$ cat src/rtl/evt_frame_arbiter_if.sv
// rtl/evt_frame_arbiter_if.sv - event dispatcher inputs, DMA output slice and status pulses
interface evt_frame_arbiter_if #(
  parameter int NUM_CH  = 4,
  parameter int CH_BITS = 2
);
  logic [NUM_CH-1:0]    ch_en_in;
  logic [NUM_CH*32-1:0] evt_data_in;
  logic [NUM_CH*4-1:0]  evt_keep_in;
  logic [NUM_CH-1:0]    evt_last_in;
  logic [NUM_CH-1:0]    evt_vld_in;
  logic [NUM_CH-1:0]    evt_rdy_out;
  logic [31:0]          evt_data_out;
  logic [3:0]           evt_keep_out;
  logic                 evt_last_out;
  logic [CH_BITS-1:0]   evt_dest_out;
  logic                 evt_vld_out;
  logic                 evt_rdy_in;
  logic [NUM_CH-1:0]    frm_done_out;
  logic [NUM_CH-1:0]    drp_cnt_out;

  modport slave (
    input  ch_en_in, evt_data_in, evt_keep_in, evt_last_in, evt_vld_in, evt_rdy_in,
    output evt_rdy_out, evt_data_out, evt_keep_out, evt_last_out, evt_dest_out,
           evt_vld_out, frm_done_out, drp_cnt_out
  );

  modport master (
    output ch_en_in, evt_data_in, evt_keep_in, evt_last_in, evt_vld_in, evt_rdy_in,
    input  evt_rdy_out, evt_data_out, evt_keep_out, evt_last_out, evt_dest_out,
           evt_vld_out, frm_done_out, drp_cnt_out
  );
endinterface

$ cat src/rtl/evt_frame_arbiter.sv
// rtl/evt_frame_arbiter.sv - frame-granular round-robin arbiter of NUM_CH event streams onto one registered slice
module evt_frame_arbiter #(
  parameter int NUM_CH  = 4,
  parameter int CH_BITS = 2
) (
  input  logic                 clk,
  input  logic                 reset,
  evt_frame_arbiter_if.slave   bus
);
  typedef enum logic {IDLE, BUSY} state_t;

  state_t               state, state_nxt;
  logic [CH_BITS-1:0]   grant, last_grant, pick;
  logic [CH_BITS:0]     scan;
  logic                 found;
  logic [NUM_CH-1:0]    req, rdy, drop, grant_oh;
  logic                 slot_free, accept, accept_last;
  logic [31:0]          sel_data;
  logic [3:0]           sel_keep;
  logic                 sel_last, sel_vld;

  logic [31:0]          data_q;
  logic [3:0]           keep_q;
  logic                 last_q, vld_q;
  logic [CH_BITS-1:0]   dest_q;
  logic [NUM_CH-1:0]    done_q, drp_q;

  // Rotating priority: first requester strictly after the last channel that finished a frame.
  always_comb begin
    req   = bus.evt_vld_in & bus.ch_en_in;
    pick  = '0;
    found = 1'b0;
    scan  = '0;
    for (int i = 0; i < NUM_CH; i++) begin
      scan = {1'b0, last_grant} + (CH_BITS+1)'(i + 1);
      if (scan >= (CH_BITS+1)'(NUM_CH)) scan = scan - (CH_BITS+1)'(NUM_CH);
      if (!found && req[scan[CH_BITS-1:0]]) begin
        found = 1'b1;
        pick  = scan[CH_BITS-1:0];
      end
    end
  end

  always_comb begin
    slot_free = !vld_q || bus.evt_rdy_in;
    sel_data  = '0;
    sel_keep  = '0;
    sel_last  = 1'b0;
    sel_vld   = 1'b0;
    grant_oh  = '0;
    rdy       = '0;
    drop      = '0;
    for (int c = 0; c < NUM_CH; c++) begin
      if (grant == CH_BITS'(c)) begin
        sel_data    = bus.evt_data_in[32*c +: 32];
        sel_keep    = bus.evt_keep_in[4*c +: 4];
        sel_last    = bus.evt_last_in[c];
        sel_vld     = bus.evt_vld_in[c];
        grant_oh[c] = 1'b1;
      end
      // The owning channel keeps its frame even if its enable drops mid-frame.
      if (state == BUSY && grant == CH_BITS'(c)) begin
        rdy[c] = slot_free;
      end else if (!bus.ch_en_in[c]) begin
        rdy[c]  = 1'b1;
        drop[c] = bus.evt_vld_in[c];
      end
    end
    accept      = (state == BUSY) && sel_vld && slot_free;
    accept_last = accept && sel_last;
  end

  always_comb begin
    state_nxt = state;
    case (state)
      IDLE:    if (found) state_nxt = BUSY;
      BUSY:    if (accept_last) state_nxt = IDLE;
      default: state_nxt = IDLE;
    endcase
  end

  always_ff @(posedge clk or posedge reset) begin
    if (reset) state <= IDLE;
    else       state <= state_nxt;
  end

  always_ff @(posedge clk or posedge reset) begin
    if (reset) begin
      grant      <= '0;
      last_grant <= CH_BITS'(NUM_CH - 1);
      vld_q      <= 1'b0;
      last_q     <= 1'b0;
      dest_q     <= '0;
      done_q     <= '0;
      drp_q      <= '0;
    end else begin
      if (state == IDLE && found) grant <= pick;
      if (accept_last) last_grant <= grant;
      done_q <= accept_last ? grant_oh : '0;
      drp_q  <= drop;
      if (accept) begin
        vld_q  <= 1'b1;
        last_q <= sel_last;
        dest_q <= grant;
      end else if (slot_free) begin
        vld_q  <= 1'b0;
      end
    end
  end

  always_ff @(posedge clk) begin
    if (accept) begin
      data_q <= sel_data;
      keep_q <= sel_keep;
    end
  end

  assign bus.evt_rdy_out  = rdy;
  assign bus.evt_data_out = data_q;
  assign bus.evt_keep_out = keep_q;
  assign bus.evt_last_out = last_q;
  assign bus.evt_dest_out = dest_q;
  assign bus.evt_vld_out  = vld_q;
  assign bus.frm_done_out = done_q;
  assign bus.drp_cnt_out  = drp_q;
endmodule
$ cat src/flat_wrapper.sv
// flat-port wrapper written by rule: the top's interface ports become plain ports
module evt_frame_arbiter_flat 
#(
  parameter int NUM_CH  = 4,
  parameter int CH_BITS = 2
)
  (clk, reset, bus_ch_en_in, bus_evt_data_in, bus_evt_keep_in, bus_evt_last_in, bus_evt_vld_in, bus_evt_rdy_in, bus_evt_rdy_out, bus_evt_data_out, bus_evt_keep_out, bus_evt_last_out, bus_evt_dest_out, bus_evt_vld_out, bus_frm_done_out, bus_drp_cnt_out);
  evt_frame_arbiter_if #(.NUM_CH(NUM_CH), .CH_BITS(CH_BITS)) bus_i ();
  input  logic clk;
  input  logic reset;
  input wire logic [$bits(bus_i.ch_en_in)-1:0] bus_ch_en_in;
  input wire logic [$bits(bus_i.evt_data_in)-1:0] bus_evt_data_in;
  input wire logic [$bits(bus_i.evt_keep_in)-1:0] bus_evt_keep_in;
  input wire logic [$bits(bus_i.evt_last_in)-1:0] bus_evt_last_in;
  input wire logic [$bits(bus_i.evt_vld_in)-1:0] bus_evt_vld_in;
  input wire logic [$bits(bus_i.evt_rdy_in)-1:0] bus_evt_rdy_in;
  output wire logic [$bits(bus_i.evt_rdy_out)-1:0] bus_evt_rdy_out;
  output wire logic [$bits(bus_i.evt_data_out)-1:0] bus_evt_data_out;
  output wire logic [$bits(bus_i.evt_keep_out)-1:0] bus_evt_keep_out;
  output wire logic [$bits(bus_i.evt_last_out)-1:0] bus_evt_last_out;
  output wire logic [$bits(bus_i.evt_dest_out)-1:0] bus_evt_dest_out;
  output wire logic [$bits(bus_i.evt_vld_out)-1:0] bus_evt_vld_out;
  output wire logic [$bits(bus_i.frm_done_out)-1:0] bus_frm_done_out;
  output wire logic [$bits(bus_i.drp_cnt_out)-1:0] bus_drp_cnt_out;
  assign bus_i.ch_en_in = bus_ch_en_in;
  assign bus_i.evt_data_in = bus_evt_data_in;
  assign bus_i.evt_keep_in = bus_evt_keep_in;
  assign bus_i.evt_last_in = bus_evt_last_in;
  assign bus_i.evt_vld_in = bus_evt_vld_in;
  assign bus_i.evt_rdy_in = bus_evt_rdy_in;
  assign bus_evt_rdy_out = bus_i.evt_rdy_out;
  assign bus_evt_data_out = bus_i.evt_data_out;
  assign bus_evt_keep_out = bus_i.evt_keep_out;
  assign bus_evt_last_out = bus_i.evt_last_out;
  assign bus_evt_dest_out = bus_i.evt_dest_out;
  assign bus_evt_vld_out = bus_i.evt_vld_out;
  assign bus_frm_done_out = bus_i.frm_done_out;
  assign bus_drp_cnt_out = bus_i.drp_cnt_out;
  evt_frame_arbiter #(.NUM_CH(NUM_CH), .CH_BITS(CH_BITS)) u_core (.clk(clk), .reset(reset), .bus(bus_i));
endmodule
$ cat config.mk
export PLATFORM = sky130hd
export DESIGN_NAME = evt_frame_arbiter_flat
export DESIGN_NICKNAME = d
export VERILOG_FILES = /design/src/rtl/evt_frame_arbiter_if.sv /design/src/rtl/evt_frame_arbiter.sv /design/src/flat_wrapper.sv
export SDC_FILE = /design/constraint.sdc
export NUM_CORES = 1
export LEC_CHECK = 0
export ABC_AREA = 0
export CAP_MARGIN = 30
export CORE_MARGIN = 2
export CORE_UTILIZATION = 26
export CTS_CLUSTER_DIAMETER = 150
export DETAILED_ROUTE_END_ITERATION = 12
export PLACE_DENSITY = 0.64
export SLEW_MARGIN = 25
export SYNTH_ARGS = -nofsm -noshare
export SYNTH_HDL_FRONTEND = slang
export SYNTH_SLANG_ARGS = --single-unit
export TNS_END_PERCENT = 20
$ cat constraint.sdc
create_clock -name clk -period 2.3 [get_ports clk]
set_input_delay 0.69 -clock clk [delete_from_list [all_inputs] [get_ports clk]]
set_output_delay 0.69 -clock clk [all_outputs]
set_load 0.01 [all_outputs]
==> run summary <==
The run finished with clean final reports. The fraction of layout instances using a drive strength above 1 is 20.6%. The routability-driven placement congestion ratio is 0.760, and the share of synthesized registers carrying an async set or reset is 32.1%. Final worst clock skew: 0.00878 ns. Summing every instance area after synthesis gives 2830 um^2. The min-delay analysis places its worst path in the category flip-flop to flip-flop. The mean routed wirelength per cell came out at 17.4 um. The maximum count of clock buffers along a single path is 2. The total nets after synthesis is 323, and the buffers plus inverters on the worst setup path is 2.

The clock slew seen by the registers of the worst setup and hold paths is 0.10 ns, and the largest fanout of any net on the critical path is 2. The fmax was 457 MHz; the register bit count reported by yosys was 53. Among cell families on the critical path, the largest total delay comes from flip-flops.

For the total leakage power, the log shows 1.95 nW. For this run, the total global-route usage over all layers was measured as 15.5%. Counting distinct cell types in the post-synthesis netlist gives 31. STA puts the critical path data required time at 1.61 ns. After detailed routing, the number of vias per cell comes to 4.57. The worst setup path is launched from a flip-flop. In this run the power density over the cells is 1010 nW/um^2.

Setup violations remaining at the end of the flow were counted as 0. The run gives 0 as the final antenna-violating net count. The floorplan step defined a core boundary enclosing 10,700 um^2. The first global-routing pass estimated 13,800 um of wire.

Counting the fill cells in the layout gives 979. TritonCTS built the clock tree. Measured against its own limit, the worst slew margin works out to 60.8%. The max-slew violation count is 0.

The cell taking the most area after synthesis is sky130_fd_sc_hd__edfxtp_1. For the total power, the log shows 5.36 mW. The gate count after technology mapping came out at 164. Critical path's slowest cell: sky130_fd_sc_hd__dfrtp_2.

The worst setup path category was flip-flop to output pin. Following the worst setup path forward leads to its endpoint at bus_evt_rdy_out[0]. For the number of buffers inserted during clock tree synthesis, the log shows 5. The start point of the critical path is u_core.grant[1]. Setup repair after global routing left no endpoint under its margin.

Setup slack on the worst reg-to-reg path comes out at 0.20 ns. The worst-margin pin slew works out to 0.587 ns. For the total instance count after detailed placement, the log shows 521. For the antenna diode instance count, the log shows 0. Measured on the finished design, the core utilization comes to 49.4%.

The origin of the critical flop-to-flop path was u_core.grant[0]. In the synthesized netlist, the cells that appear most often are sky130_fd_sc_hd__mux4_2, sky130_fd_sc_hd__edfxtp_1, sky130_fd_sc_hd__dfrtp_1, sky130_fd_sc_hd__buf_2, sky130_fd_sc_hd__nand2_1. Maximum single-stage delay on the critical path: 0.41 ns. The tools report the hold buffer count at cts as 0.

For this run, design rule violations remaining after detail routing come to 0. The buffer type at the clock tree root is sky130_fd_sc_hd__clkbuf_8. The number of gates resized after CTS came out at 21. For this configuration, the core starts out at a cell density of 26.3%. In this run, synthesis inferred 36 flip-flops with an integrated enable. The wire-length estimate of the detail-placed layout is 7190 um. VDD sags by at most 0.000810 V. For this run, the register share of the synthesized area comes to 53.3%. The post-layout net count was 547; the number of cell instances on the worst register-to-register path was 5. The via count of the first global-routing pass is 2,636.

The run gives 211 as the I/O pin total. Yosys instantiated no cell more often than sky130_fd_sc_hd__mux4_2. At the worst endpoint, the arrival time is 1.50 ns.

The run gives 11,700 um^2 as the floorplan die area. The instance count on the critical path was 4. The worst setup path is captured at an output pin. The initialized floorplan defines 38 standard-cell rows.

The run gives 0 as the initial antenna violation count. Final critical-path share of the clock period: 95.1%. The floorplan step set the die width to 108 um. For the detailed-routing iteration count for the pre-antenna-repair pass, the log shows 5. For this design, the sink count on the clock tree is 53.

The total wire length after detailed routing came out at 9220 um. The area share of the largest cell type after synthesis is 38.2%. The run gives 0 as the number of setup buffers added after CTS. After synthesis, the cell types taking the most area are sky130_fd_sc_hd__edfxtp_1, sky130_fd_sc_hd__mux4_2, sky130_fd_sc_hd__dfrtp_1. The signal on the critical path passes through nor3b_1 > buf_4 > mux2_4 > buf_6. The floorplan step set the die height to 108 um. Count of placed standard cells in the final layout, fillers left out: 529. In this run the critical register-to-register path is captured at u_core.last_grant[1].

The hold path depth works out to 2. In this run the cell area measured after placement is 5200 um^2. After the first detailed-routing iteration, the DRC count stood at 89. The most used flip-flop cell after synthesis is sky130_fd_sc_hd__edfxtp_1. For the finished layout cell area, the log shows 5310 um^2. The final-report hold violation count was 0; the global route total overflow was 0.

During synthesis, Yosys emitted a total of 0 warnings. Port buffering added 210 buffers. CTS built an H-tree with a depth of 2. Compared with the post-synthesis result, the final layout area differs by 87.6%.

The worst-skew pair later-pin latency is 0.30 ns. The number of maximum-capacitance constraint violations was 0; the mean instance size in the synthesized netlist was 17.2 um^2. The time the worst path needs with I/O delays and setup was 2.19 ns; the maximum number of pins on one net before global-route repair was 46. The detailed router placed 2,416 vias in this run.
## state kept, by name (all words and copies together) (netlist names)
name and count:
u_core.state 1, u_core.grant 2, u_core.last_grant 2, u_core.bus.evt_dest_out 2, u_core.bus.frm_done_out 4, u_core.bus.evt_keep_out 4
u_core.bus.evt_data_out 32, u_core.bus.evt_last_out 1, u_core.bus.evt_vld_out 1, u_core.bus.drp_cnt_out 4
## stage by stage
| stage | setup TNS, ns | hold slack, ns | worst slack, ns |
|---|---|---|---|
| floorplan | 0 | 0.509 | 0.152 |
| global placement | -1.82 | 0.470 | -0.462 |
| detailed placement | -1.99 | 0.485 | -0.491 |
| CTS | 0 | 0.509 | 0.00404 |
| global route | 0 | 0.526 | 0.0354 |
| finish | 0 | 0.500 | 0.114 |
## worst min-delay path by stage
stage	endpoint	slack, ns	from
2_1_floorplan	u_core.bus.evt_last_out	0.51	u_core.bus.evt_last_out
3_3_place_gp	u_core.bus.evt_last_out	0.47	u_core.bus.evt_last_out
3_5_place_dp	u_core.bus.evt_last_out	0.49	u_core.bus.evt_last_out
4_1_cts	u_core.bus.evt_last_out	0.51	u_core.bus.evt_last_out
5_1_grt	u_core.bus.evt_last_out	0.53	u_core.bus.evt_last_out
6_report	u_core.bus.evt_last_out	0.50	u_core.bus.evt_last_out
## power by group
part           switching [mW]  internal [mW]  total [mW]
registers               0.136           1.62        1.76
logic                    1.26           1.73        2.99
clock network           0.297          0.322       0.619
total                    1.69           3.67        5.36
## cells by family after synthesis
kind of cell           share of synthesized area (%)
AND/OR/NAND/NOR                                 7.03
multiplexers                                    32.9
flip-flops                                      53.3
buffers and inverters                           3.27
AO/OA/AOI/OAI                                   3.49
## layout by cell type (no fill, tap or decap), types with 2 or more instances in the layout
| cell type | synthesis | routed |
|---|---|---|
| sky130_fd_sc_hd__nand3_1 | 2 | 2 |
| sky130_fd_sc_hd__mux2_2 | 3 | 2 |
| sky130_fd_sc_hd__nand2b_1 | 3 | 2 |
| sky130_fd_sc_hd__dfrtp_1 | 15 | 13 |
| sky130_fd_sc_hd__inv_1 | 4 | 4 |
| sky130_fd_sc_hd__a21oi_1 | 6 | 6 |
| sky130_fd_sc_hd__edfxtp_1 | 36 | 36 |
| sky130_fd_sc_hd__nand3b_1 | 4 | 4 |
| sky130_fd_sc_hd__nor3b_1 | 6 | 6 |
| sky130_fd_sc_hd__clkdlybuf4s50_1 | 0 | 204 |
| sky130_fd_sc_hd__mux4_2 | 38 | 38 |
| sky130_fd_sc_hd__nand2_1 | 8 | 8 |
| sky130_fd_sc_hd__buf_4 | 0 | 20 |
| sky130_fd_sc_hd__dfrtp_2 | 0 | 2 |
| sky130_fd_sc_hd__and3b_1 | 2 | 2 |
| sky130_fd_sc_hd__mux2_4 | 2 | 3 |
| sky130_fd_sc_hd__buf_2 | 8 | 3 |
| sky130_fd_sc_hd__nor2_1 | 6 | 6 |
| sky130_fd_sc_hd__dfstp_2 | 2 | 2 |
| sky130_fd_sc_hd__a22oi_1 | 2 | 2 |
| sky130_fd_sc_hd__clkbuf_8 | 0 | 5 |
## layer usage
metal  track usage, %  vias up  part of all wire, %  routed length, um
met5                0        -                    0                  0
met4             3.94        0                  1.1                 97
met3             4.22        6                  8.5                783
met2             28.2      103                   54               4970
met1             18.0     1180                   37               3370
li1                 -     1127                    -                  -
## layout make-up
| class | instances | area, um^2 | area share (%) |
|---|---|---|---|
| well taps | 140 | 175 | 3.30 |
| multi-input cells | 93 | 1240 | 23.3 |
| flip-flops and latches | 53 | 1510 | 28.5 |
| clock buffers | 6 | 72.6 | 1.37 |
| clock inverters | 2 | 33.8 | 0.637 |
| inverters | 4 | 15.0 | 0.283 |
| repair buffers | 231 | 2260 | 42.6 |
## tightest hold or removal path, delay by kind of cell (launching register included)
kind,cells,cell delay [ns]
flip-flops,1,0.37
AND/OR/NAND/NOR,2,0.10
Power figures use the tool's default switching activity.
